## config.mk

```make
export PLATFORM = sky130hd
export DESIGN_NAME = serial_cla_sequencer
export DESIGN_NICKNAME = d
export VERILOG_FILES = /design/src/rtl/serial_cla_sequencer.sv
export SDC_FILE = /design/constraint.sdc
export NUM_CORES = 1
export LEC_CHECK = 0
export ABC_CLOCK_PERIOD_IN_PS = 9900
export CAP_MARGIN = 20
export CORE_MARGIN = 5
export CORE_UTILIZATION = 45
export CTS_BUF_LIST = sky130_fd_sc_hd__clkbuf_2
export DETAILED_ROUTE_END_ITERATION = 10
export GPL_ROUTABILITY_DRIVEN = 0
export GPL_TIMING_DRIVEN = 1
export HOLD_SLACK_MARGIN = 0.1
export MAX_ROUTING_LAYER = met4
export PLACE_DENSITY = 0.8
export SLEW_MARGIN = 20
export SYNTH_ARGS = -nofsm -noshare
export SYNTH_HDL_FRONTEND = slang
export SYNTH_SLANG_ARGS = --single-unit
```

## constraint.sdc

```tcl
create_clock -name clk -period 9.9 [get_ports clk]
set_input_delay 2.97 -clock clk [delete_from_list [all_inputs] [get_ports clk]]
set_output_delay 2.97 -clock clk [all_outputs]
set_load 0.02 [all_outputs]
```

## src/rtl/serial_cla_sequencer.sv

```systemverilog
// serial_cla_sequencer: time-shares one W-bit lookahead slice across N-bit operands, one chunk per clock (ports: clk, reset, start/a/b/cin in; busy/done/sum/cout/ovf out)
module serial_cla_sequencer #(
  parameter int N = 32,
  parameter int W = 4
) (
  input  logic         clk,
  input  logic         reset,
  input  logic         start,
  input  logic [N-1:0] a,
  input  logic [N-1:0] b,
  input  logic         cin,
  output logic         busy,
  output logic         done,
  output logic [N-1:0] sum,
  output logic         cout,
  output logic         ovf
);
  localparam int NC = N / W;
  localparam int IW = NC > 1 ? $clog2(NC) : 1;
  typedef enum logic [1:0] {S_IDLE, S_RUN, S_DONE} state_t;
  state_t        state;
  logic [IW-1:0] idx;
  logic          carry;
  logic [N-1:0]  ra, rb;
  logic [W-1:0]  ca, cb, g, p, s;
  logic [W:0]    c;
  function automatic logic [W:0] lookahead(input logic [W-1:0] gg, input logic [W-1:0] pp, input logic c0);
    logic [W:0] r;
    r[0] = c0;
    for (int i = 0; i < W; i++) r[i+1] = gg[i] | (pp[i] & r[i]);
    return r;
  endfunction
  always_comb begin
    ca = ra[idx*W +: W];
    cb = rb[idx*W +: W];
    g  = ca & cb;
    p  = ca ^ cb;
    c  = lookahead(g, p, carry);
    s  = p ^ c[W-1:0];
  end
  assign busy = state != S_IDLE;
  assign done = state == S_DONE;
  always_ff @(posedge clk or posedge reset) begin
    if (reset) begin
      state <= S_IDLE;
      idx   <= '0;
      carry <= 1'b0;
      ra    <= '0;
      rb    <= '0;
      sum   <= '0;
      cout  <= 1'b0;
      ovf   <= 1'b0;
    end else begin
      case (state)
        S_IDLE: if (start) begin
          ra    <= a;
          rb    <= b;
          carry <= cin;
          idx   <= '0;
          state <= S_RUN;
        end
        S_RUN: begin
          sum[idx*W +: W] <= s;
          carry <= c[W];
          if (idx == IW'(NC - 1)) begin
            cout  <= c[W];
            ovf   <= c[W-1] ^ c[W];
            state <= S_DONE;
          end else begin
            idx <= idx + 1'b1;
          end
        end
        default: state <= S_IDLE;
      endcase
    end
  end
endmodule

```

==> results of run 1 <==
sequential cells by signal (all words and copies together) (netlist names):
signal	count
carry	1
cout	1
idx	3
ovf	1
ra	32
rb	32
state	2
sum	32
layer usage:
layer | wire length, µm | track usage [%]
met4 | 146 | 4.33
met1 | 4270 | 21.0
met2 | 5010 | 26.9
met5 | 0 | -
met3 | 539 | 4.19
power by group:
group / total (mW) / leakage [nW] / internal (mW) / switching, mW
clock: 0.167 / 0.0542 / 0.0327 / 0.134
sequential: 0.732 / 1.28 / 0.614 / 0.118
combinational: 1.09 / 1.31 / 0.553 / 0.538
through the flow:
step	hold slack, ps	cell area [µm²]	power, mW	setup slack (ps)	util, %
CTS	526	6070	2.02	4820	58.2
finish	525	6070	1.99	4860	58.2
detailed placement	474	5980	1.85	4950	57.4
global placement	467	5980	1.80	5020	57.4
global route	562	6070	2.14	4690	58.2
floorplan	452	4830	1.48	4200	-
worst paths after layout:
path / from / endpoint / slack [ps] / cells after the start
min reg2reg: ra[18]$_DFFE_PP0P_ / ra[18]$_DFFE_PP0P_ / 530 / 1
min in group asynchronous: reset / rb[26]$_DFFE_PP0P_ / 2780 / 2
max in group asynchronous: reset / carry$_DFFE_PP0P_ / 5910 / 3
max: state[0]$_DFFE_PP0P_ / busy / 4860 / 3
max reg2reg: idx[0]$_DFFE_PP0P_ / sum[7]$_DFFE_PP0P_ / 6100 / 13
min: ra[18]$_DFFE_PP0P_ / ra[18]$_DFFE_PP0P_ / 530 / 1
cell families after synthesis:
family                   synth area share (%)
multiplexers                             31.7
flip-flops                               53.9
AND/OR/NAND/NOR                          6.45
buffers and inverters                    2.80
AO/OA/AOI/OAI                            1.45
adder cells (fa/ha/maj)                  3.47
XOR/XNOR                                0.181
synth_stat cells (2+ instances only):
master	n
sky130_fd_sc_hd__dfrtp_1	104
sky130_fd_sc_hd__mux2_2	77
sky130_fd_sc_hd__nand2_1	20
sky130_fd_sc_hd__mux4_2	16
sky130_fd_sc_hd__nor2_1	16
sky130_fd_sc_hd__inv_1	14
sky130_fd_sc_hd__buf_2	12
sky130_fd_sc_hd__mux2_4	12
sky130_fd_sc_hd__mux2i_1	8
sky130_fd_sc_hd__ha_1	7
sky130_fd_sc_hd__fa_1	4
sky130_fd_sc_hd__mux2_1	4
sky130_fd_sc_hd__nor3_1	4
sky130_fd_sc_hd__o21ai_0	4
sky130_fd_sc_hd__a21oi_1	3
sky130_fd_sc_hd__or4b_4	3
sky130_fd_sc_hd__a22oi_1	2
sky130_fd_sc_hd__nand3b_1	2
sky130_fd_sc_hd__o22ai_1	2
sky130_fd_sc_hd__or3b_2	2
cell usage in the layout, fill, tap and decap left out, types with 3 or more instances in the layout:
cell / instances
sky130_fd_sc_hd__a21oi_1: 3
sky130_fd_sc_hd__buf_4: 4
sky130_fd_sc_hd__clkbuf_2: 10
sky130_fd_sc_hd__clkdlybuf4s50_1: 103
sky130_fd_sc_hd__dfrtp_1: 104
sky130_fd_sc_hd__fa_1: 4
sky130_fd_sc_hd__ha_1: 7
sky130_fd_sc_hd__inv_1: 13
sky130_fd_sc_hd__mux2_1: 4
sky130_fd_sc_hd__mux2_2: 77
sky130_fd_sc_hd__mux2_4: 12
sky130_fd_sc_hd__mux2i_1: 8
sky130_fd_sc_hd__mux4_2: 16
sky130_fd_sc_hd__nand2_1: 20
sky130_fd_sc_hd__nor2_1: 16
sky130_fd_sc_hd__nor3_1: 4
sky130_fd_sc_hd__o21ai_0: 4
sky130_fd_sc_hd__or4b_4: 3
layout make-up:
cell class / instances / area, µm² / share of cell area, %
Sequential cell: 104 / 2600 / 42.9
Multi-Input combinational cell: 196 / 2090 / 34.5
Timing Repair Buffer: 107 / 1060 / 17.5
Tap cell: 136 / 170 / 2.80
Inverter: 15 / 58.8 / 0.969
Clock buffer: 10 / 50.0 / 0.825
Clock inverter: 5 / 33.8 / 0.557
==> impl_metrics.env, run 1 <==
export IMPL_design_die_area_um2=12900
export IMPL_holdBufCountCts=0
export IMPL_ys_seq_elements=104
export IMPL_period_minus_slack_ps=5040
export IMPL_cp_required_ps=6930
export IMPL_die_x_um=114
export IMPL_dpl_cell_count=558
export IMPL_route_vias_total=2992
export IMPL_status="finished, final reports clean"
export IMPL_design_portCount=104
export IMPL_tns_ps=0
export IMPL_synth_fp_nets=408
export IMPL_path_buf_inv=2
export IMPL_tritonroute_pass_1_iters=4
export IMPL_hold_violations=0
export IMPL_share_of_layout_cells_above_drive_strength_1_pct=30.9
export IMPL_critical_path_slowest_cell="sky130_fd_sc_hd__dfrtp_1"
export IMPL_remaining_number_of_nets_flagged_by_the_antenna_check_after_routing=0
export IMPL_maximum_clock_path_buffer_count=2
export IMPL_worst_setup_skew_after_layout_ps=40.4
export IMPL_initial_utilization_pct=46.4
export IMPL_h_tree_depth=3
export IMPL_antenna_found_initial=0
export IMPL_cts_tree="yes"
export IMPL_cts_made_buffers=9
export IMPL_syn_cell_area_um2=4830
export IMPL_ys_async_sr_fraction_pct=100
export IMPL_first_pass_grt_wire_length_um=16300
export IMPL_max_cap_viol_count=0
export IMPL_yosys_cell_types_count=33
export IMPL_timing_critical_path_fanout_max=8
export IMPL_layoutNonFillerInstCount=573
export IMPL_netlist_instances=329
export IMPL_synth_yosys_warnings=0
export IMPL_route_detailed_vias_per_inst=5.22
export IMPL_slew_viol_final=0
export IMPL_rows=37
export IMPL_grt_setup_unrepaired="no"
export IMPL_post_route_drc_count=0
export IMPL_layout_worst_path_cycle_share_pct=50.9
export IMPL_worstSkewPairLatency_ps=550
export IMPL_tightest_slew_ps=812
export IMPL_timing_slew_headroom_pct=45.9
export IMPL_core_um2=10400
export IMPL_yosysTopAreaCellShare_pct=53.9
export IMPL_totalWireLength_um=9960
export IMPL_slowest_delay_ps=610
export IMPL_critical_path_endpoint_type="output port"
export IMPL_finalNetCount=512
export IMPL_clock_sinks=104
export IMPL_p_leak_nw=2.65
export IMPL_fmax_achieved_mhz=199
export IMPL_gr_usage_all_layers_pct=16.6
export IMPL_synth_top_cells_by_area="sky130_fd_sc_hd__dfrtp_1 54%, sky130_fd_sc_hd__mux2_2 18%, sky130_fd_sc_hd__mux4_2 7.5%"
export IMPL_worst_setup_path_class="flop to output port"
export IMPL_synth_seq_area_share_pct=53.9
export IMPL_cts_clk_slew_worst_paths_ps=280
export IMPL_first_global_vias=3302
export IMPL_synth_main_ff_cell="sky130_fd_sc_hd__dfrtp_1"
export IMPL_worst_min_delay_path_class="flop to flop"
export IMPL_power_density_cell_area_nw_per_um2=328
export IMPL_synthToLayoutAreaGrowth_pct=25.7
export IMPL_path_cells="inv_1 -> nand2_1 -> clkdlybuf4s50_1"
export IMPL_critical_path_startpoint_type="flop"
export IMPL_worst_path_dominant_cell_family="buffers and inverters"
export IMPL_final_fill_count=870
export IMPL_postCtsResizedCells=0
export IMPL_finish_stage_setup_viols=0
export IMPL_edff_count_synth=0
export IMPL_grt_max_degree=65
export IMPL_route_detailed_wl_per_inst_um=17.4
export IMPL_ir_drop_mv=0.176
export IMPL_globalRouteOverflowTotal=0
export IMPL_chipHeight_um=114
export IMPL_crit_arrival_ps=2070
export IMPL_cts_setup_buffers=0
export IMPL_drc_violation_total_after_the_first_tritonroute_iteration=92
export IMPL_dp_final_hpwl_um=7500
export IMPL_antenna_diode_count=0
export IMPL_yosysTopAreaCell="sky130_fd_sc_hd__dfrtp_1"
export IMPL_port_buffers=103
export IMPL_cts_root_buffer="sky130_fd_sc_hd__clkbuf_2"
export IMPL_synth_area_per_cell_um2=14.7
No activity file was read; power rests on OpenSTA's default activity.
==> run 2, diff against run 1 <==
--- a/config.mk
+++ b/config.mk
@@ -5,7 +5,7 @@
 export SDC_FILE = /design/constraint.sdc
 export NUM_CORES = 1
 export LEC_CHECK = 0
-export ABC_CLOCK_PERIOD_IN_PS = 9900
+export ABC_CLOCK_PERIOD_IN_PS = 4500
 export CAP_MARGIN = 20
 export CORE_MARGIN = 5
 export CORE_UTILIZATION = 45
@@ -15,7 +15,7 @@
 export GPL_TIMING_DRIVEN = 1
 export HOLD_SLACK_MARGIN = 0.1
 export MAX_ROUTING_LAYER = met4
-export PLACE_DENSITY = 0.8
+export PLACE_DENSITY = 0.83
 export SLEW_MARGIN = 20
 export SYNTH_ARGS = -nofsm -noshare
 export SYNTH_HDL_FRONTEND = slang
==> constraint.sdc (replaced) <==
create_clock -name clk -period 4.5 [get_ports clk]
set_input_delay 1.35 -clock clk [delete_from_list [all_inputs] [get_ports clk]]
set_output_delay 1.35 -clock clk [all_outputs]
set_load 0.02 [all_outputs]
==> run 2 against run 1 <==
Effect of this change: clock power rose to 2.6 times the previous value; cell count is 0.35% higher; global-route usage rose by 0.35 points; design area rose by 0.82%; core utilization grew 0.48 points; critical path depth rose by 9; sequential power increased by 130%; die area unchanged; count of clock-buffer cells in the layout did not move; critical endpoint is now sum[27]$_DFFE_PP0P_; via count is 0.80% higher; clock skew rose by 7.1 ps; flip-flop and latch count stayed put.
==> impl_metrics.env, run 2 (synthesis gave the netlist of run 1 again) <==
export IMPL_worst_min_delay_path_class="flop to flop"
export IMPL_cts_setup_buffers=0
export IMPL_mostFrequentLayoutCells="103 x sky130_fd_sc_hd__dfrtp_1, 103 x sky130_fd_sc_hd__clkdlybuf4s50_1, 77 x sky130_fd_sc_hd__mux2_2, 20 x sky130_fd_sc_hd__nand2_1"
export IMPL_antenna_found_initial=0
export IMPL_status="finished, final reports clean"
export IMPL_share_of_layout_cells_above_drive_strength_1_pct=31.2
export IMPL_gr_usage_all_layers_pct=17.0
export IMPL_worst_setup_skew_after_layout_ps=47.5
export IMPL_route_detailed_vias_per_inst=5.25
export IMPL_finalNetCount=513
export IMPL_critical_path_startpoint_type="flop"
export IMPL_timing_rr_start="idx[2]$_DFFE_PP0P_"
export IMPL_worstHoldEndpoint="ra[19]$_DFFE_PP0P_"
export IMPL_critical_path_endpoint_type="flop"
export IMPL_route_vias_total=3016
export IMPL_slew_viol_final=0
export IMPL_path_buf_inv=3
export IMPL_finish_stage_setup_viols=0
export IMPL_preCtsSetupSlack_ps=1010
export IMPL_max_cap_viol_count=0
export IMPL_dp_final_hpwl_um=7810
export IMPL_reg_top3="ra (32), rb (32), sum (32)"
export IMPL_finalPower_mw=4.46
export IMPL_grt_max_degree=83
export IMPL_design_portCount=104
export IMPL_first_global_vias=3349
export IMPL_timing_critical_path_fanout_max=16
export IMPL_worstReg2RegEnd="sum[27]$_DFFE_PP0P_"
export IMPL_postCtsResizedCells=0
export IMPL_chipHeight_um=114
export IMPL_worstSkewPairLatency_ps=570
export IMPL_maximum_clock_path_buffer_count=2
export IMPL_grt_setup_unrepaired="no"
export IMPL_slowest_delay_ps=870
export IMPL_worst_path_dominant_cell_family="adder cells"
export IMPL_layout_worst_path_cycle_share_pct=79.3
export IMPL_antenna_diode_count=0
export IMPL_cts_clk_slew_worst_paths_ps=300
export IMPL_path_cells="mux4_2 -> nand2_1 -> nand2_1 -> fa_1 -> inv_1 -> fa_1 -> fa_1 -> inv_1 -> fa_1 -> inv_1 -> nor2_1 -> mux2_4"
export IMPL_totalWireLength_um=10200
export IMPL_final_worst_setup_slack_ps=933
export IMPL_first_pass_grt_wire_length_um=16800
export IMPL_worst_setup_path_class="flop to flop"
export IMPL_cts_tree="yes"
export IMPL_rows=37
export IMPL_hold_violations=0
export IMPL_holdBufCountCts=0
export IMPL_period_minus_slack_ps=3570
export IMPL_reg2reg_slack_ps=930
export IMPL_dpl_cell_count=559
export IMPL_critical_path_slowest_cell="sky130_fd_sc_hd__dfrtp_1"
export IMPL_final_fill_count=827
export IMPL_tightest_slew_ps=726
export IMPL_p_leak_nw=2.67
export IMPL_ir_drop_mv=0.355
export IMPL_cts_made_buffers=9
export IMPL_core_um2=10400
export IMPL_initial_utilization_pct=46.4
export IMPL_timing_critical_path_mode_cell="sky130_fd_sc_hd__fa_1"
export IMPL_crit_arrival_ps=4050
export IMPL_globalRouteOverflowTotal=0
export IMPL_route_detailed_wl_per_inst_um=17.7
export IMPL_fmax_achieved_mhz=280
export IMPL_port_buffers=103
export IMPL_die_x_um=114
export IMPL_cts_root_buffer="sky130_fd_sc_hd__clkbuf_2"
export IMPL_drc_violation_total_after_the_first_tritonroute_iteration=149
export IMPL_r2r_cells=12
export IMPL_power_density_cell_area_nw_per_um2=729
export IMPL_worst_hold_startpoint="ra[19]$_DFFE_PP0P_"
export IMPL_layoutNonFillerInstCount=575
export IMPL_design_die_area_um2=12900
export IMPL_tns_ps=0
export IMPL_remaining_number_of_nets_flagged_by_the_antenna_check_after_routing=0
export IMPL_post_route_drc_count=0
export IMPL_synthToLayoutAreaGrowth_pct=26.7
export IMPL_cp_required_ps=4980
export IMPL_h_tree_depth=3
export IMPL_clock_sinks=104
export IMPL_timing_slew_headroom_pct=51.6
export IMPL_tritonroute_pass_1_iters=4
export IMPL_timing_hold_worst_path_depth=1
-- run 2: worst max path at each step --
| stage | start | endpoint | slack (ps) | depth (start not counted) |
|---|---|---|---|---|
| 6_report | idx[2]$_DFFE_PP0P_ | sum[27]$_DFFE_PP0P_ | 930 | 12 |
| 5_1_grt | idx[2]$_DFFE_PP0P_ | sum[27]$_DFFE_PP0P_ | 790 | 12 |
| 4_1_cts | idx[2]$_DFFE_PP0P_ | sum[27]$_DFFE_PP0P_ | 990 | 12 |
| 3_5_place_dp | idx[2]$_DFFE_PP0P_ | sum[27]$_DFFE_PP0P_ | 1010 | 12 |
| 3_3_place_gp | idx[2]$_DFFE_PP0P_ | sum[23]$_DFFE_PP0P_ | 1010 | 12 |
| 2_1_floorplan | reset | carry$_DFFE_PP0P_ | 420 | 1 |
-- run 2: final cells by class --
type / instances / area (µm²) / area share [%]
flip-flops and latches: 104 / 2600 / 42.6
multi-input cells: 196 / 2090 / 34.2
repair buffers: 108 / 1080 / 17.7
well taps: 136 / 170 / 2.78
inverters: 15 / 61.3 / 1.00
clock inverters: 6 / 60.1 / 0.982
clock buffers: 10 / 50.0 / 0.818
-- run 2: stage by stage --
stage	hold slack (ps)	area, µm²	utilization [%]
finish	527	6120	58.7
global route	560	6120	58.7
CTS	527	6110	58.7
detailed placement	480	6000	57.6
global placement	464	6000	57.6
floorplan	452	4830	-
-- run 2: report_power, final --
| group | total (mW) | internal, mW | switching [mW] |
|---|---|---|---|
| Clock | 0.427 | 0.128 | 0.299 |
| Sequential | 1.65 | 1.35 | 0.296 |
| Combinational | 2.39 | 1.23 | 1.16 |
| Total | 4.46 | 2.71 | 1.76 |
-- run 2: layer usage --
metal | vias to the layer above | track usage [%] | share of wire [%]
met5 | - | - | 0
met4 | 0 | 5.05 | 1.0
met3 | 11 | 2.86 | 5.0
met2 | 86 | 27.8 | 51
met1 | 1538 | 21.8 | 43
li1 | 1381 | - | -
